## src/rtl/muldiv_iter.sv

```systemverilog
// Iterative multiply/divide engine: signed/unsigned MUL and DIV with a
// start/busy/done handshake, annul, configurable multiply radix and div-by-zero flag.
module muldiv_iter #(
  parameter int unsigned WIDTH    = 32,
  parameter int unsigned MUL_STEP = 1
) (
  input  logic               clk,
  input  logic               rst,
  input  logic               start,
  input  logic [1:0]         op,
  input  logic [WIDTH-1:0]   a,
  input  logic [WIDTH-1:0]   b,
  input  logic               annul,
  output logic               busy,
  output logic               done,
  output logic [2*WIDTH-1:0] result,
  output logic               div_by_zero
);
  localparam int unsigned W2 = 2 * WIDTH;
  localparam int unsigned CW = $clog2(WIDTH + 1);
  localparam logic [CW-1:0] MUL_LAST = CW'(WIDTH / MUL_STEP - 1);
  localparam logic [CW-1:0] DIV_LAST = CW'(WIDTH - 1);

  typedef enum logic [1:0] {IDLE, CALC, FIX, ZDIV} state_t;
  state_t state_q, state_d;

  logic             div_q, sa_q, sb_q;
  logic [CW-1:0]    cnt_q;
  logic [WIDTH-1:0] sh_q;   // mul: |b| shifting right; div: dividend in, quotient out
  logic [W2-1:0]    mc_q;   // mul: |a| shifting left; div: divisor in low half
  logic [W2-1:0]    acc_q;  // mul: product; div: partial remainder in low WIDTH+1 bits
  logic [W2-1:0]    result_q;
  logic             done_q, dbz_q;

  logic             accept, zdiv_in, sa_in, sb_in, zdiv_fire;
  logic [WIDTH-1:0] mag_a, mag_b, q_fix, r_fix;
  logic [W2-1:0]    mul_sum, fix_val;
  logic [WIDTH:0]   div_sh, div_diff;

  always_comb begin
    accept  = (state_q == IDLE || state_q == ZDIV) && start && !annul;
    zdiv_in = op[1] && (b == '0);
    sa_in   = !op[0] && a[WIDTH-1];
    sb_in   = !op[0] && b[WIDTH-1];
    mag_a   = sa_in ? -a : a;
    mag_b   = sb_in ? -b : b;
  end

  always_comb begin
    mul_sum = acc_q;
    for (int unsigned i = 0; i < MUL_STEP; i++) begin
      if (sh_q[i]) mul_sum = mul_sum + (mc_q << i);
    end
    div_sh   = {acc_q[WIDTH-1:0], sh_q[WIDTH-1]};
    div_diff = div_sh - {1'b0, mc_q[WIDTH-1:0]};
    q_fix    = (sa_q ^ sb_q) ? -sh_q : sh_q;
    r_fix    = sa_q ? -acc_q[WIDTH-1:0] : acc_q[WIDTH-1:0];
    fix_val  = div_q ? {r_fix, q_fix} : ((sa_q ^ sb_q) ? -acc_q : acc_q);
  end

  always_comb begin
    state_d = state_q;
    case (state_q)
      IDLE, ZDIV: state_d = accept ? (zdiv_in ? ZDIV : CALC) : IDLE;
      CALC: begin
        if (annul)              state_d = IDLE;
        else if (cnt_q == '0)   state_d = FIX;
      end
      FIX:     state_d = IDLE;
      default: state_d = IDLE;
    endcase
  end

  // ZDIV completes combinationally so that annul in that cycle can still suppress it
  assign zdiv_fire   = (state_q == ZDIV) && !annul;
  assign busy        = (state_q == CALC) || (state_q == FIX);
  assign done        = done_q || zdiv_fire;
  assign div_by_zero = dbz_q || zdiv_fire;
  assign result      = zdiv_fire ? {sh_q, {WIDTH{1'b1}}} : result_q;

  always_ff @(posedge clk or negedge rst) begin
    if (!rst) begin
      state_q  <= IDLE;
      div_q    <= 1'b0;
      sa_q     <= 1'b0;
      sb_q     <= 1'b0;
      cnt_q    <= '0;
      sh_q     <= '0;
      mc_q     <= '0;
      acc_q    <= '0;
      result_q <= '0;
      done_q   <= 1'b0;
      dbz_q    <= 1'b0;
    end else begin
      state_q <= state_d;
      done_q  <= 1'b0;
      if (accept) begin
        div_q <= op[1];
        sa_q  <= sa_in;
        sb_q  <= sb_in;
        cnt_q <= op[1] ? DIV_LAST : MUL_LAST;
        acc_q <= '0;
        dbz_q <= 1'b0;
        if (op[1]) begin
          // divide-by-zero keeps the raw dividend for the {a, all-ones} result
          sh_q <= zdiv_in ? a : mag_a;
          mc_q <= {{WIDTH{1'b0}}, mag_b};
        end else begin
          sh_q <= mag_b;
          mc_q <= {{WIDTH{1'b0}}, mag_a};
        end
      end else if (state_q == CALC) begin
        cnt_q <= cnt_q - CW'(1);
        if (div_q) begin
          sh_q  <= {sh_q[WIDTH-2:0], !div_diff[WIDTH]};
          acc_q <= {{(WIDTH-1){1'b0}}, div_diff[WIDTH] ? div_sh : div_diff};
        end else begin
          acc_q <= mul_sum;
          mc_q  <= mc_q << MUL_STEP;
          sh_q  <= sh_q >> MUL_STEP;
        end
      end
      if (state_q == FIX && !annul) begin
        result_q <= fix_val;
        done_q   <= 1'b1;
      end
      if (zdiv_fire) begin
        result_q <= {sh_q, {WIDTH{1'b1}}};
        if (!accept) dbz_q <= 1'b1;
      end
    end
  end
endmodule
```

## config.mk

```make
export PLATFORM = sky130hd
export DESIGN_NAME = muldiv_iter
export DESIGN_NICKNAME = d
export VERILOG_FILES = /design/src/rtl/muldiv_iter.sv
export SDC_FILE = /design/constraint.sdc
export NUM_CORES = 1
export LEC_CHECK = 0
export CAP_MARGIN = 5
export CORE_MARGIN = 3
export CORE_UTILIZATION = 25
export DETAILED_ROUTE_END_ITERATION = 12
export PLACE_DENSITY = 0.39
export SLEW_MARGIN = 10
export SYNTH_ARGS = -nofsm -noshare
export SYNTH_HDL_FRONTEND = slang
export SYNTH_SLANG_ARGS = --single-unit
```

## constraint.sdc

```tcl
create_clock -name clk -period 5.29 [get_ports clk]
set_clock_uncertainty 0.05 [all_clocks]
set_input_delay 0.529 -clock clk [delete_from_list [all_inputs] [get_ports clk]]
set_output_delay 0.529 -clock clk [all_outputs]
set_load 0.05 [all_outputs]
```

# After elaboration in Yosys (flattened, before gate mapping)
# Index checks and enable logic that the tools add are counted.
[totals]
wordCells = 82
reg_bits = 237
input_bits = 70
out_inout_bits = 67
[op_classes]
n_mux = 34
n_reduce_logical = 23
n_eq_ne = 5
n_addsub = 8
n_bitwise = 1
[op_table]
columns = ["operator", "n"]
rows = [
  ["two-way mux 64 bit", 12],
  ["two-way mux 32 bit", 10],
  ["negation 32 bit", 4],
  ["adder 64 bit", 1],
  ["negation 64 bit", 1],
  ["two-way mux 33 bit", 1],
  ["subtractor 33 x 32 -> 33 bit", 1],
  ["logical NOT 32 bit", 1],
  ["two-way mux 6 bit", 2],
  ["two-way mux 2 bit", 4],
  ["logical AND 1 bit", 7],
  ["logical NOT 6 bit", 1],
  ["case mux 2 bit (3 select lines)", 1],
  ["subtractor 6 x 1 -> 6 bit, second input constant", 1],
  ["equality test 2 bit, second input constant", 2],
  ["logical OR 1 bit", 4],
  ["two-way mux 1 bit", 4],
  ["AND reduction 2 bit", 2],
  ["nonzero test 2 bit", 2],
  ["logical NOT 1 bit", 3],
  ["inequality test 3 bit, second input constant", 1],
  ["nonzero test 3 bit", 1],
  ["equality test 2 x 1 -> 1 bit, second input constant", 1],
  ["logical NOT 2 bit", 1],
  ["3 further kinds", 3],
]

# Logic depth before layout (Yosys ltp)
# Gate-level depths: netlist (run 1).
[depth]
depth_word = 7
ltp_mapped = 21
depth_no_buf = 20

# Worst setup path after synthesis (run 1)
# Ideal clock, no wire load.
[synth_timing]
path_kind = "register to register"
from = "register acc_q[1]"
to = "register acc_q[14]"
setup_slack_ns = 1.055
n_path_buf = 2
synth_period_minus_slack_ns = 4.235
setup_ns = 0.120
t_required_ns = 5.120
t_arrival_ns = 4.065
stages_incl_launch_ff = 18
path_cell_list = "dfrtp_1 ha_1 nor2b_1 o21ai_0 a21oi_1 o31ai_1 a21oi_1 o2111ai_1 and2_1 a31oi_1 a311oi_1 o21ai_0 ha_1 clkbuf_1 buf_1 mux2_2 a21oi_1 nor2_1"
[synth_via]
elab_chain_len = 5
elab_cells_between_ends = 7
classes_between = "add/sub: 2; mux: 5"
[synth_rtl]
columns = ["item", "line_no", "source"]
rows = [
  ["from (decl)", "31", "logic [W2-1:0] acc_q;"],
  ["from (signal assigned)", "116", "acc_q <= {{(WIDTH-1){1'b0}}, div_diff[WIDTH] ? div_sh : div_diff};"],
  ["from (signal assigned)", "118", "acc_q <= mul_sum;"],
  ["adder 64 bit / subtractor 33 x 32 -> 33 bit (equally long branches)", "52, 55", ""],
  ["two-way mux 64 bit / two-way mux 33 bit (equally long branches)", "52, 116", ""],
  ["two-way mux 64 bit (*)", "114", "if (div_q) begin"],
  ["two-way mux 64 bit (*)", "112", "end else if (state_q == CALC) begin"],
  ["two-way mux 64 bit (*)", "97", "if (accept) begin"],
]
# Mark *: on every way between the ends. The rest lies on a longest branch, timed or not. The select of a mux whose other input is x is not followed.
# A chain may end at the register's enable or synchronous reset.

# Worst setup path in the final report (run 1)
[layout_timing]
from = "register acc_q[8]"
to = "register acc_q[10]"
# The elaborated chain is that of the path after synthesis.

==> impl_metrics.xml, run 1 <==
<?xml version="1.0" encoding="UTF-8"?>
<metrics>
  <group name="worst_setup_path">
    <metric name="timing.critical_path.buf_inv" unit="">1</metric>
    <metric name="reg2regPathDepth" unit="">15</metric>
    <metric name="worstSetupEndpointType" unit="">flop</metric>
    <metric name="reg2reg_setup_slack" unit="ns">0.43</metric>
    <metric name="crit_path_max_incr_delay" unit="ns">0.49</metric>
    <metric name="critPathKind" unit="">flop to flop</metric>
    <metric name="critPathArrivalTime" unit="ns">5.22</metric>
    <metric name="critical_path.most_common_cell" unit="">sky130_fd_sc_hd__o21ai_0</metric>
    <metric name="worst_path_dominant_cell_family" unit="">compound AO/OA/AOI/OAI gates</metric>
    <metric name="worst-path-max-fanout" unit="">25</metric>
    <metric name="crit-reg2reg-capture" unit="">acc_q[10]$_DFFE_PN0P_</metric>
    <metric name="critical_path_required" unit="ns">5.65</metric>
    <metric name="worstSetupStartpointType" unit="">flop</metric>
    <metric name="reg_to_reg_start" unit="">acc_q[8]$_DFFE_PN0P_</metric>
    <metric name="critical_path.slowest_cell" unit="">sky130_fd_sc_hd__dfrtp_1</metric>
    <metric name="critical_path.cell_chain" unit="">ha_1 &gt; a21o_1 &gt; a21o_1 &gt; a211oi_1 &gt; a21oi_1 &gt; o2111ai_1 &gt; and2_1 &gt; a31oi_1 &gt; a311oi_2 &gt; o21ai_0 &gt; ha_1 &gt; buf_4 &gt; nand2_1 &gt; o21ai_0 &gt; o21ai_0</metric>
  </group>
  <group name="sta">
    <metric name="hold_viol" unit="">3</metric>
    <metric name="max_freq" unit="MHz">206</metric>
    <metric name="period_minus_slack" unit="ns">4.86</metric>
    <metric name="worst_case_headroom_to_the_max_slew_limit" unit="%">18.4</metric>
    <metric name="worstMarginPinSlew" unit="ns">1.21</metric>
    <metric name="setup_viol_count_final" unit="">0</metric>
    <metric name="timing.setup.tns" unit="ns">0</metric>
    <metric name="final_min_period_over_clock_period" unit="%">91.9</metric>
    <metric name="unrepaired_setup_endpoints_after_global_routing" unit="">no</metric>
    <metric name="final-max-slew-violation-count" unit="">0</metric>
    <metric name="fin_hold_ws" unit="ns">-0.0171</metric>
    <metric name="postLayoutSetupSlackWorst" unit="ns">0.431</metric>
  </group>
  <group name="global_route">
    <metric name="grt_start_max_net_pins" unit="">100</metric>
    <metric name="grt_pass1_wl" unit="µm">144000</metric>
    <metric name="grt_use_total" unit="%">21.0</metric>
    <metric name="first_global_vias" unit="">21400</metric>
    <metric name="antenna_found_initial" unit="">1</metric>
    <metric name="grt_overflow" unit="">0</metric>
  </group>
  <group name="floorplan">
    <metric name="dieHeight" unit="µm">300</metric>
    <metric name="top_level_ports" unit="">137</metric>
    <metric name="floorplan.initialDensity" unit="%">25.3</metric>
    <metric name="row_count" unit="">107</metric>
    <metric name="floorplan.die.width" unit="µm">300</metric>
    <metric name="fp.dieArea" unit="mm²">0.0901</metric>
    <metric name="core-area" unit="mm²">0.0854</metric>
  </group>
  <group name="clocking">
    <metric name="latest_clock_arrival_within_the_worst_skew_pair" unit="ns">0.55</metric>
    <metric name="max-clock-path-buffers" unit="">3</metric>
    <metric name="tritoncts.num_buffers" unit="">35</metric>
    <metric name="cts_tree" unit="">yes</metric>
    <metric name="ctsRootBufferMaster" unit="">sky130_fd_sc_hd__clkbuf_16</metric>
    <metric name="clock_tree.htree_level_count" unit="">2</metric>
    <metric name="cts.reportedPaths.clkPinSlew" unit="ns">0.06</metric>
    <metric name="number_of_clock_sinks" unit="">237</metric>
  </group>
  <group name="detailed_routing">
    <metric name="wl_cell" unit="µm">23.6</metric>
    <metric name="vias_per_cell" unit="">5.36</metric>
    <metric name="antenna_left" unit="">0</metric>
    <metric name="postRouteWirelength" unit="µm">97200</metric>
    <metric name="final_routed_drc_violation_total" unit="">0</metric>
    <metric name="drtPass1Iterations" unit="">6</metric>
    <metric name="drtIter0Drc" unit="">1870</metric>
    <metric name="routed-via-count" unit="">22100</metric>
  </group>
  <group name="outcome">
    <metric name="outcome" unit="">finished with violations</metric>
    <metric name="failing_checks" unit="">hold timing</metric>
  </group>
  <group name="power_and_ir_drop">
    <metric name="comb_power_share" unit="%">59.6</metric>
    <metric name="clock_power_share" unit="%">18.0</metric>
    <metric name="power_switching" unit="µW">7060</metric>
    <metric name="netSwitchingFraction" unit="%">50.8</metric>
    <metric name="cellInternalPower" unit="µW">6830</metric>
    <metric name="power_density" unit="mW/mm²">546</metric>
    <metric name="static-leakage-power" unit="µW">0.0104</metric>
    <metric name="vdd_ir_drop_max" unit="V">0.000265</metric>
    <metric name="share_seq_of_total_power" unit="%">22.5</metric>
    <metric name="fin_total_pwr" unit="µW">13900</metric>
  </group>
  <group name="synthesis">
    <metric name="post_synth_num_cell_types" unit="">83</metric>
    <metric name="ys_dominant_reg_cell" unit="">sky130_fd_sc_hd__dfrtp_1</metric>
    <metric name="post_synth_instance_area" unit="mm²">0.0216</metric>
    <metric name="synth-edff-count" unit="">0</metric>
    <metric name="syn_inst" unit="">2921</metric>
    <metric name="ys_async_sr_fraction" unit="%">100</metric>
    <metric name="ys.warnings.count" unit="">0</metric>
    <metric name="synth_sequential_area_ratio" unit="%">27.4</metric>
    <metric name="postSynthRegisterBits" unit="">237</metric>
    <metric name="synth.net_count" unit="">3099</metric>
    <metric name="syn-mean-instance-area" unit="µm²">7.40</metric>
  </group>
  <group name="placement">
    <metric name="routabilityCongestion" unit="">0.875</metric>
    <metric name="place.port_buffers" unit="">136</metric>
    <metric name="post-dp-hpwl" unit="µm">73600</metric>
    <metric name="pre_cts_ws" unit="ns">0.332</metric>
    <metric name="placed_cells_incl_taps" unit="">4060</metric>
    <metric name="place_area" unit="mm²">0.0242</metric>
  </group>
  <group name="layout">
    <metric name="fin_area" unit="mm²">0.0254</metric>
    <metric name="most_used_cells_in_the_layout_excluding_fill_and_tap_cells" unit="">sky130_fd_sc_hd__nand2_1, sky130_fd_sc_hd__a21oi_1, sky130_fd_sc_hd__o21ai_0</metric>
    <metric name="finalNetCount" unit="">3131</metric>
    <metric name="most_frequent_standard_cell_in_the_layout_excluding_fill_and_tap_cells" unit="">sky130_fd_sc_hd__nand2_1</metric>
    <metric name="flow.area_growth_from_synthesis" unit="%">17.5</metric>
    <metric name="finish.cell_count_without_fillers" unit="">4124</metric>
    <metric name="drive_above_1_share" unit="%">5.81</metric>
    <metric name="n_fill_cell" unit="">9407</metric>
  </group>
  <group name="worst_hold_path">
    <metric name="hp-class" unit="">input pin to async pin</metric>
  </group>
  <group name="run">
    <metric name="max_cap_viol_count" unit="">0</metric>
  </group>
</metrics>
[metrics by stage]
| stage | hold WS, ns | utilization [%] |
|---|---|---|
| after floorplan | 0.183 | - |
| after global placement | 0.455 | 28.4 |
| after detailed placement | 0.446 | 28.4 |
| after CTS | 0.0466 | 29.7 |
| after global routing | 0.0446 | 29.7 |
| final | -0.0171 | 29.8 |
[state kept, by name, indices dropped and copies added, names as in the netlist, 2 cells and up]
register,cells
sh_q,32
mc_q,64
cnt_q,6
acc_q,64
result_q,64
state_q,2
[layer usage]
metal,GRT usage [%],vias to the layer above,part of all wire (%)
li1,-,10400,-
met1,29.4,10900,46
met2,34.2,629,46
met3,2.90,105,5.3
met4,4.97,2,2.7
met5,0,-,0.013
[worst max path at each step]
stage / cells past startpoint / slack, ns / end / from
after CTS: 16 / 0.29 / acc_q[10]$_DFFE_PN0P_ / acc_q[1]$_DFFE_PN0P_
after global placement: 17 / 0.54 / acc_q[30]$_DFFE_PN0P_ / acc_q[1]$_DFFE_PN0P_
after detailed placement: 16 / 0.33 / acc_q[10]$_DFFE_PN0P_ / acc_q[1]$_DFFE_PN0P_
after global routing: 16 / 0.02 / acc_q[12]$_DFFE_PN0P_ / acc_q[8]$_DFFE_PN0P_
final: 15 / 0.43 / acc_q[10]$_DFFE_PN0P_ / acc_q[8]$_DFFE_PN0P_
after floorplan: 17 / 1.06 / acc_q[14]$_DFFE_PN0P_ / acc_q[1]$_DFFE_PN0P_
[cell usage after synthesis, types with 10 or more instances]
cell type	n	area [µm²]
sky130_fd_sc_hd__nand2_1	442	1660
sky130_fd_sc_hd__a21oi_1	287	1440
sky130_fd_sc_hd__o21ai_0	286	1430
sky130_fd_sc_hd__nor2_1	244	916
sky130_fd_sc_hd__dfrtp_1	237	5930
sky130_fd_sc_hd__clkbuf_1	174	653
sky130_fd_sc_hd__xnor2_1	158	1380
sky130_fd_sc_hd__ha_1	106	1330
sky130_fd_sc_hd__xor2_1	103	902
sky130_fd_sc_hd__inv_1	81	304
sky130_fd_sc_hd__nor3_1	58	290
sky130_fd_sc_hd__nand2b_1	48	300
sky130_fd_sc_hd__nand3_1	47	235
sky130_fd_sc_hd__or3_1	47	294
sky130_fd_sc_hd__mux2i_1	46	460
sky130_fd_sc_hd__a21o_1	39	293
sky130_fd_sc_hd__o211ai_1	38	285
sky130_fd_sc_hd__a211oi_1	35	263
sky130_fd_sc_hd__a31oi_1	34	213
sky130_fd_sc_hd__nor2b_1	33	206
sky130_fd_sc_hd__o22ai_1	33	206
sky130_fd_sc_hd__o31ai_1	32	240
sky130_fd_sc_hd__buf_1	26	97.6
sky130_fd_sc_hd__nand4_1	22	138
sky130_fd_sc_hd__and3_1	18	113
sky130_fd_sc_hd__nor4_1	18	113
sky130_fd_sc_hd__o21a_1	18	135
sky130_fd_sc_hd__o221ai_1	16	140
sky130_fd_sc_hd__o21bai_1	14	105
sky130_fd_sc_hd__or4_1	14	105
sky130_fd_sc_hd__a22oi_1	11	82.6
sky130_fd_sc_hd__a222oi_1	10	100
sky130_fd_sc_hd__o41ai_1	10	87.6
[timing repair]
action / in CTS / in global routing
setup buffers: 0 / 0
hold buffers: 0 / 0
setup endpoints to repair: 0 / 17
resized for setup: 0 / 2
endpoints found under the hold margin: 0 / 0
[layout make-up]
class / count / area, µm² / share of cell area [%]
timing repair buffer: 210 / 1930 / 7.60
tap: 1144 / 1430 / 5.63
inverter: 84 / 315 / 1.24
clock inverter: 11 / 168 / 0.660
antenna: 4 / 10.0 / 0.0394
multi-input combinational: 2385 / 14600 / 57.5
sequential: 237 / 5930 / 23.3
clock buffer: 49 / 1010 / 3.97
[worst register-to-register path, stage by stage, from the launching register on]
cell and delay (ns):
sky130_fd_sc_hd__dfrtp_1 0.49, sky130_fd_sc_hd__ha_1 0.39, sky130_fd_sc_hd__a21o_1 0.20, sky130_fd_sc_hd__a21o_1 0.17, sky130_fd_sc_hd__a211oi_1 0.41, sky130_fd_sc_hd__a21oi_1 0.24, sky130_fd_sc_hd__o2111ai_1 0.36, sky130_fd_sc_hd__and2_1 0.23
sky130_fd_sc_hd__a31oi_1 0.14, sky130_fd_sc_hd__a311oi_2 0.37, sky130_fd_sc_hd__o21ai_0 0.21, sky130_fd_sc_hd__ha_1 0.44, sky130_fd_sc_hd__buf_4 0.40, sky130_fd_sc_hd__nand2_1 0.26, sky130_fd_sc_hd__o21ai_0 0.27, sky130_fd_sc_hd__o21ai_0 0.11
[power by group through the flow]
stage          logic, µW  registers [µW]  clock network, µW
2_1_floorplan       5760            2640                  0
6_report            8270            3120               2490
4_1_cts             8260            3110               2560
3_3_place_gp        8220            3130                  0
3_5_place_dp        8200            3140                  0
5_1_grt             9010            3190               2630
[logic make-up (layout without fill, tap and decap cells)]
family,Yosys count,count (layout),share of synthesized area [%]
and+or+nand+nor,1034,1034,22.0
AOI/OAI and AO/OA,931,931,25.9
buffers and inverters,299,354,5.43
xor gates and xnor gates,261,261,10.6
DFF,237,237,27.4
adders and majority gates,108,108,6.32
muxes,51,51,2.44
other,0,4,0
(Power assumes the default switching activity.)
==> run 2: changes to the inputs <==
CORE_UTILIZATION = 40   (was 25)
PLACE_DENSITY = 0.57   (was 0.39)
SLEW_MARGIN = 30   (was 10)
==> run 2 against run 1 <==
The flow now finishes without violations; sequential power is essentially flat; via count decreased by 0.35%; utilization rose by 17 points; maximum frequency down 0.52%; register-to-register slack got worse by 0.03 ns; wire length is 15% lower; sequential share of layout area is 0.71 points higher; global-route usage increased by 7.4 points; die area down 37%; highest routed layer is now met4.
==> impl_metrics.xml, run 2 (synthesized netlist as in run 1, its figures left out) <==
<?xml version="1.0" encoding="UTF-8"?>
<metrics>
  <group name="outcome">
    <metric name="outcome" unit="">finished clean</metric>
  </group>
  <group name="detailed_routing">
    <metric name="drtIter0Drc" unit="">2302</metric>
    <metric name="wl_cell" unit="µm">22.7</metric>
    <metric name="routed-via-count" unit="">22000</metric>
    <metric name="vias_per_cell" unit="">6.04</metric>
    <metric name="postRouteWirelength" unit="µm">82900</metric>
    <metric name="final_routed_drc_violation_total" unit="">0</metric>
    <metric name="drtPass1Iterations" unit="">6</metric>
    <metric name="antenna_left" unit="">0</metric>
  </group>
  <group name="layout">
    <metric name="n_fill_cell" unit="">5337</metric>
    <metric name="most_used_cells_in_the_layout_excluding_fill_and_tap_cells" unit="">sky130_fd_sc_hd__nand2_1, sky130_fd_sc_hd__a21oi_1, sky130_fd_sc_hd__o21ai_0</metric>
    <metric name="finish.cell_count_without_fillers" unit="">3650</metric>
    <metric name="drive_above_1_share" unit="%">5.44</metric>
    <metric name="finalNetCount" unit="">3119</metric>
    <metric name="flow.area_growth_from_synthesis" unit="%">14.1</metric>
    <metric name="fin_area" unit="mm²">0.0247</metric>
    <metric name="biggestRegsByFlops" unit="">acc_q: 64 flops, mc_q: 64 flops, result_q: 64 flops</metric>
    <metric name="most_frequent_standard_cell_in_the_layout_excluding_fill_and_tap_cells" unit="">sky130_fd_sc_hd__nand2_1</metric>
  </group>
  <group name="global_route">
    <metric name="grt_overflow" unit="">0</metric>
    <metric name="grt_use_total" unit="%">28.4</metric>
    <metric name="grt_pass1_wl" unit="µm">126000</metric>
    <metric name="first_global_vias" unit="">20700</metric>
    <metric name="antenna_found_initial" unit="">0</metric>
    <metric name="grt_start_max_net_pins" unit="">95</metric>
  </group>
  <group name="power_and_ir_drop">
    <metric name="vdd_ir_drop_max" unit="V">0.000356</metric>
    <metric name="power_density" unit="mW/mm²">542</metric>
    <metric name="static-leakage-power" unit="µW">0.0103</metric>
  </group>
  <group name="sta">
    <metric name="max_freq" unit="MHz">205</metric>
    <metric name="timing.setup.tns" unit="ns">0</metric>
    <metric name="worst_case_headroom_to_the_max_slew_limit" unit="%">30.3</metric>
    <metric name="unrepaired_setup_endpoints_after_global_routing" unit="">no</metric>
    <metric name="period_minus_slack" unit="ns">4.88</metric>
    <metric name="worstMarginPinSlew" unit="ns">1.04</metric>
    <metric name="hold_viol" unit="">0</metric>
    <metric name="final_min_period_over_clock_period" unit="%">92.3</metric>
    <metric name="final-max-slew-violation-count" unit="">0</metric>
    <metric name="setup_viol_count_final" unit="">0</metric>
  </group>
  <group name="worst_setup_path">
    <metric name="reg_to_reg_start" unit="">acc_q[8]$_DFFE_PN0P_</metric>
    <metric name="reg2regPathDepth" unit="">16</metric>
    <metric name="critical_path_required" unit="ns">5.64</metric>
    <metric name="critPathArrivalTime" unit="ns">5.23</metric>
    <metric name="worstSetupEndpointType" unit="">flop</metric>
    <metric name="crit-reg2reg-capture" unit="">acc_q[6]$_DFFE_PN0P_</metric>
    <metric name="worst-path-max-fanout" unit="">10</metric>
    <metric name="worstSetupStartpointType" unit="">flop</metric>
    <metric name="reg2reg_setup_slack" unit="ns">0.41</metric>
    <metric name="critPathKind" unit="">flop to flop</metric>
  </group>
  <group name="clocking">
    <metric name="latest_clock_arrival_within_the_worst_skew_pair" unit="ns">0.55</metric>
    <metric name="max-clock-path-buffers" unit="">3</metric>
    <metric name="cts_tree" unit="">yes</metric>
    <metric name="tritoncts.num_buffers" unit="">34</metric>
    <metric name="number_of_clock_sinks" unit="">237</metric>
    <metric name="holdBufCountCts" unit="">0</metric>
    <metric name="cts.reportedPaths.clkPinSlew" unit="ns">0.07</metric>
    <metric name="ctsRootBufferMaster" unit="">sky130_fd_sc_hd__clkbuf_16</metric>
    <metric name="clock_tree.htree_level_count" unit="">2</metric>
  </group>
  <group name="floorplan">
    <metric name="fp.dieArea" unit="mm²">0.0569</metric>
    <metric name="core-area" unit="mm²">0.0531</metric>
    <metric name="dieHeight" unit="µm">239</metric>
    <metric name="floorplan.initialDensity" unit="%">40.8</metric>
    <metric name="top_level_ports" unit="">137</metric>
    <metric name="row_count" unit="">84</metric>
    <metric name="floorplan.die.width" unit="µm">239</metric>
  </group>
  <group name="placement">
    <metric name="place_area" unit="mm²">0.0236</metric>
    <metric name="post-dp-hpwl" unit="µm">62100</metric>
    <metric name="placed_cells_incl_taps" unit="">3589</metric>
    <metric name="place.port_buffers" unit="">136</metric>
    <metric name="routabilityCongestion" unit="">0.970</metric>
  </group>
  <group name="run">
    <metric name="max_cap_viol_count" unit="">0</metric>
  </group>
  <group name="worst_hold_path">
    <metric name="hp-class" unit="">input pin to async pin</metric>
  </group>
</metrics>
[run 2: worst max-delay path by stage]
stage | startpoint | to | slack (ns)
floorplan | acc_q[1]$_DFFE_PN0P_ | acc_q[14]$_DFFE_PN0P_ | 1.06
global placement | acc_q[1]$_DFFE_PN0P_ | acc_q[6]$_DFFE_PN0P_ | 0.62
detailed placement | acc_q[1]$_DFFE_PN0P_ | acc_q[6]$_DFFE_PN0P_ | 0.39
CTS | acc_q[1]$_DFFE_PN0P_ | acc_q[6]$_DFFE_PN0P_ | 0.40
global route | acc_q[8]$_DFFE_PN0P_ | acc_q[6]$_DFFE_PN0P_ | 0.09
finish | acc_q[8]$_DFFE_PN0P_ | acc_q[6]$_DFFE_PN0P_ | 0.41
[run 2: metal layers]
metal / global-route usage, % / routed length (µm) / up-vias
li1: - / - / 10400
met1: 39.0 / 36200 / 10700
met2: 45.2 / 37100 / 803
met3: 4.53 / 6160 / 137
met4: 10.4 / 3410 / 0
met5: 0 / 0 / -
[run 2: repair_timing]
action	in CTS	in global routing
resized for setup	0	2
hold endpoints to repair	0	0
endpoints found under the setup margin	0	3
buffers inserted	0	4
[run 2: final cells by class]
cell class | count | area (µm²) | area share (%)
Multi-Input combinational cell | 2385 | 14600 | 59.2
Sequential cell | 237 | 5940 | 24.1
Timing Repair Buffer | 199 | 1880 | 7.64
Clock buffer | 48 | 1010 | 4.11
Tap cell | 688 | 861 | 3.49
Inverter | 84 | 319 | 1.29
Clock inverter | 8 | 46.3 | 0.188
Antenna cell | 1 | 2.50 | 0.0101
[run 2: critical path, stage by stage, from the launching register on]
cell	delay, ns
sky130_fd_sc_hd__dfrtp_1	0.49
sky130_fd_sc_hd__ha_1	0.38
sky130_fd_sc_hd__a21o_1	0.19
sky130_fd_sc_hd__a21o_1	0.17
sky130_fd_sc_hd__a211oi_1	0.41
sky130_fd_sc_hd__a21oi_1	0.22
sky130_fd_sc_hd__o2111ai_1	0.34
sky130_fd_sc_hd__and2_1	0.22
sky130_fd_sc_hd__a31oi_1	0.14
sky130_fd_sc_hd__a311oi_1	0.44
sky130_fd_sc_hd__o21ai_0	0.26
sky130_fd_sc_hd__ha_1	0.46
sky130_fd_sc_hd__clkinvlp_4	0.29
sky130_fd_sc_hd__buf_4	0.23
sky130_fd_sc_hd__a21o_1	0.15
sky130_fd_sc_hd__a211oi_1	0.24
sky130_fd_sc_hd__nor3_1	0.07
[run 2: power breakdown]
part | switching, µW | internal [µW] | total, µW
Clock | 901 | 1330 | 2230
Sequential | 801 | 2300 | 3100
Combinational | 5000 | 3050 | 8050
Total | 6710 | 6670 | 13400
[run 2: stage by stage]
stage	hold WS, ns	total power (µW)	setup slack [ns]	util [%]
after floorplan	0.183	8390	1.06	-
after global placement	0.453	10900	0.618	44.4
after detailed placement	0.457	10900	0.392	44.4
after CTS	0.00414	13200	0.402	46.4
after global routing	0.0562	14200	0.0866	46.5
final	0.00475	13400	0.405	46.5
==> run 3: changes to the inputs <==
HOLD_SLACK_MARGIN = 0.08   (was unset)
==> run 3 against run 2 <==
Critical path depth did not move; global-route usage did not move; die area did not move; utilization barely moved; design area barely moved; critical endpoint unchanged.
==> impl_metrics.xml, run 3 (synthesized netlist as in run 1, its figures left out) <==
<?xml version="1.0" encoding="UTF-8"?>
<metrics>
  <group name="detailed_routing">
    <metric name="final_routed_drc_violation_total" unit="">0</metric>
    <metric name="top_signal_layer_used" unit="">met4</metric>
    <metric name="route.met2.wl" unit="µm">37300</metric>
    <metric name="drtPass1Iterations" unit="">5</metric>
    <metric name="routed-via-count" unit="">22100</metric>
    <metric name="wl_met1" unit="µm">36600</metric>
    <metric name="vias_per_cell" unit="">6.05</metric>
    <metric name="wl_cell" unit="µm">22.7</metric>
    <metric name="antenna_left" unit="">0</metric>
    <metric name="postRouteWirelength" unit="µm">83000</metric>
    <metric name="detailed_routed_wire_length_on_met3" unit="µm">5780</metric>
    <metric name="drtIter0Drc" unit="">2163</metric>
  </group>
  <group name="global_route">
    <metric name="antenna_found_initial" unit="">0</metric>
    <metric name="grt_pass1_wl" unit="µm">126000</metric>
    <metric name="first_global_vias" unit="">20700</metric>
    <metric name="grt_use_total" unit="%">28.4</metric>
    <metric name="grt_overflow" unit="">0</metric>
    <metric name="grt_start_max_net_pins" unit="">95</metric>
  </group>
  <group name="clocking">
    <metric name="number_of_clock_sinks" unit="">237</metric>
    <metric name="cts_tree" unit="">yes</metric>
    <metric name="clock_tree.htree_level_count" unit="">2</metric>
    <metric name="max-clock-path-buffers" unit="">3</metric>
    <metric name="ctsRootBufferMaster" unit="">sky130_fd_sc_hd__clkbuf_16</metric>
    <metric name="latest_clock_arrival_within_the_worst_skew_pair" unit="ns">0.55</metric>
    <metric name="cts.reportedPaths.clkPinSlew" unit="ns">0.07</metric>
    <metric name="tritoncts.num_buffers" unit="">34</metric>
  </group>
  <group name="worst_hold_path">
    <metric name="hold_path_end" unit="">result_q[61]$_DFFE_PN0P_</metric>
    <metric name="hp-class" unit="">flop to flop</metric>
    <metric name="min_path_cells" unit="">2</metric>
    <metric name="startpoint_of_the_lowest_slack_hold_path" unit="">result_q[61]$_DFFE_PN0P_</metric>
  </group>
  <group name="floorplan">
    <metric name="dieHeight" unit="µm">239</metric>
    <metric name="top_level_ports" unit="">137</metric>
    <metric name="row_count" unit="">84</metric>
    <metric name="fp.dieArea" unit="mm²">0.0569</metric>
    <metric name="floorplan.die.width" unit="µm">239</metric>
    <metric name="floorplan.initialDensity" unit="%">40.8</metric>
    <metric name="core-area" unit="mm²">0.0531</metric>
  </group>
  <group name="layout">
    <metric name="flow.area_growth_from_synthesis" unit="%">14.1</metric>
    <metric name="n_fill_cell" unit="">5336</metric>
    <metric name="finalNetCount" unit="">3120</metric>
    <metric name="most_used_cells_in_the_layout_excluding_fill_and_tap_cells" unit="">sky130_fd_sc_hd__nand2_1, sky130_fd_sc_hd__a21oi_1, sky130_fd_sc_hd__o21ai_0</metric>
    <metric name="most_frequent_standard_cell_in_the_layout_excluding_fill_and_tap_cells" unit="">sky130_fd_sc_hd__nand2_1</metric>
    <metric name="total_area_of_multi_input_combinational_cells" unit="mm²">0.0146</metric>
    <metric name="ant_diodes" unit="">0</metric>
    <metric name="layout.core_utilization" unit="%">46.5</metric>
    <metric name="fin_area" unit="mm²">0.0247</metric>
    <metric name="register_area" unit="mm²">0.00594</metric>
    <metric name="drive_above_1_share" unit="%">5.44</metric>
    <metric name="biggestRegsByFlops" unit="">acc_q: 64 flops, mc_q: 64 flops, result_q: 64 flops</metric>
  </group>
  <group name="power_and_ir_drop">
    <metric name="vdd_ir_drop_max" unit="V">0.000355</metric>
    <metric name="static-leakage-power" unit="µW">0.0103</metric>
    <metric name="power_density" unit="mW/mm²">542</metric>
  </group>
  <group name="sta">
    <metric name="hold_viol" unit="">0</metric>
    <metric name="period_minus_slack" unit="ns">4.87</metric>
    <metric name="worstMarginPinSlew" unit="ns">1.04</metric>
    <metric name="max_freq" unit="MHz">205</metric>
    <metric name="timing.setup.tns" unit="ns">0</metric>
    <metric name="final-max-slew-violation-count" unit="">0</metric>
    <metric name="unrepaired_setup_endpoints_after_global_routing" unit="">no</metric>
    <metric name="final_min_period_over_clock_period" unit="%">92.1</metric>
    <metric name="worst_case_headroom_to_the_max_slew_limit" unit="%">30.2</metric>
    <metric name="postLayoutSetupSlackWorst" unit="ns">0.419</metric>
    <metric name="setup_viol_count_final" unit="">0</metric>
  </group>
  <group name="worst_setup_path">
    <metric name="reg2reg_setup_slack" unit="ns">0.42</metric>
    <metric name="reg2regPathDepth" unit="">16</metric>
    <metric name="critPathArrivalTime" unit="ns">5.21</metric>
    <metric name="reg_to_reg_start" unit="">acc_q[8]$_DFFE_PN0P_</metric>
    <metric name="worstSetupStartpointType" unit="">flop</metric>
    <metric name="crit-reg2reg-capture" unit="">acc_q[6]$_DFFE_PN0P_</metric>
    <metric name="critical_path_required" unit="ns">5.63</metric>
    <metric name="worst-path-max-fanout" unit="">10</metric>
    <metric name="critPathKind" unit="">flop to flop</metric>
    <metric name="worstSetupEndpointType" unit="">flop</metric>
  </group>
  <group name="placement">
    <metric name="routabilityCongestion" unit="">0.970</metric>
    <metric name="pre_cts_ws" unit="ns">0.392</metric>
    <metric name="place.port_buffers" unit="">136</metric>
    <metric name="place_area" unit="mm²">0.0236</metric>
    <metric name="post-dp-hpwl" unit="µm">62100</metric>
  </group>
  <group name="outcome">
    <metric name="outcome" unit="">finished clean</metric>
  </group>
  <group name="run">
    <metric name="max_cap_viol_count" unit="">0</metric>
  </group>
</metrics>
-- run 3: cell count changes in the layout (fill, tap and decap cells not counted) --
cell                            previous run  this run
sky130_fd_sc_hd__dlygate4sd3_1             0         1
sky130_fd_sc_hd__diode_2                   1         0
-- run 3: how the worst max path moves through the flow --
stage / startpoint / end / slack [ns] / cells past startpoint
after floorplan: acc_q[1]$_DFFE_PN0P_ / acc_q[14]$_DFFE_PN0P_ / 1.06 / 17
after global placement: acc_q[1]$_DFFE_PN0P_ / acc_q[6]$_DFFE_PN0P_ / 0.62 / 17
after detailed placement: acc_q[1]$_DFFE_PN0P_ / acc_q[6]$_DFFE_PN0P_ / 0.39 / 17
after CTS: acc_q[1]$_DFFE_PN0P_ / acc_q[6]$_DFFE_PN0P_ / 0.40 / 17
after global routing: acc_q[8]$_DFFE_PN0P_ / acc_q[6]$_DFFE_PN0P_ / 0.09 / 17
final: acc_q[8]$_DFFE_PN0P_ / acc_q[6]$_DFFE_PN0P_ / 0.42 / 16
-- run 3: power breakdown --
| group | internal, µW | total, µW | switching (µW) |
|---|---|---|---|
| logic | 3050 | 8060 | 5010 |
| clock network | 1330 | 2230 | 902 |
| registers | 2300 | 3100 | 804 |
| total | 6670 | 13400 | 6720 |
-- run 3: stage by stage --
step                hold slack [ns]  std cells  total power (µW)
global placement              0.453       3589             10900
global route                  0.495       3650             14200
finish                        0.463       3650             13400
detailed placement            0.457       3589             10900
floorplan                     0.183       2921              8390
CTS                           0.469       3646             13200
-- run 3: repair_timing --
item	4_1_cts	5_1_grt
hold buffers	1	0
gates resized for setup	0	2
endpoints found under the hold margin	92	0
setup endpoints to repair	0	3
buffers inserted	0	4
-- run 3: cell type report --
cell class              count  area share (%)
repair buffers            200            7.67
inverters                  84            1.29
flip-flops and latches    237            24.0
well taps                 688            3.49
clock inverters             8           0.188
multi-input cells        2385            59.2
clock buffers              48            4.11
-- run 3: per-layer routing --
| metal | GRT usage (%) | up-vias |
|---|---|---|
| li1 | - | 10400 |
| met1 | 39.0 | 10700 |
| met2 | 45.2 | 788 |
| met3 | 4.53 | 132 |
| met4 | 10.4 | 0 |
| met5 | 0 | - |
-- run 3: critical path, cell delays in order (launching register included) --
cell                         delay, ns
sky130_fd_sc_hd__dfrtp_1          0.48
sky130_fd_sc_hd__ha_1             0.38
sky130_fd_sc_hd__a21o_1           0.19
sky130_fd_sc_hd__a21o_1           0.17
sky130_fd_sc_hd__a211oi_1         0.41
sky130_fd_sc_hd__a21oi_1          0.22
sky130_fd_sc_hd__o2111ai_1        0.34
sky130_fd_sc_hd__and2_1           0.21
sky130_fd_sc_hd__a31oi_1          0.14
sky130_fd_sc_hd__a311oi_1         0.44
sky130_fd_sc_hd__o21ai_0          0.26
sky130_fd_sc_hd__ha_1             0.46
sky130_fd_sc_hd__clkinvlp_4       0.29
sky130_fd_sc_hd__buf_4            0.23
sky130_fd_sc_hd__a21o_1           0.15
sky130_fd_sc_hd__a211oi_1         0.24
sky130_fd_sc_hd__nor3_1           0.07
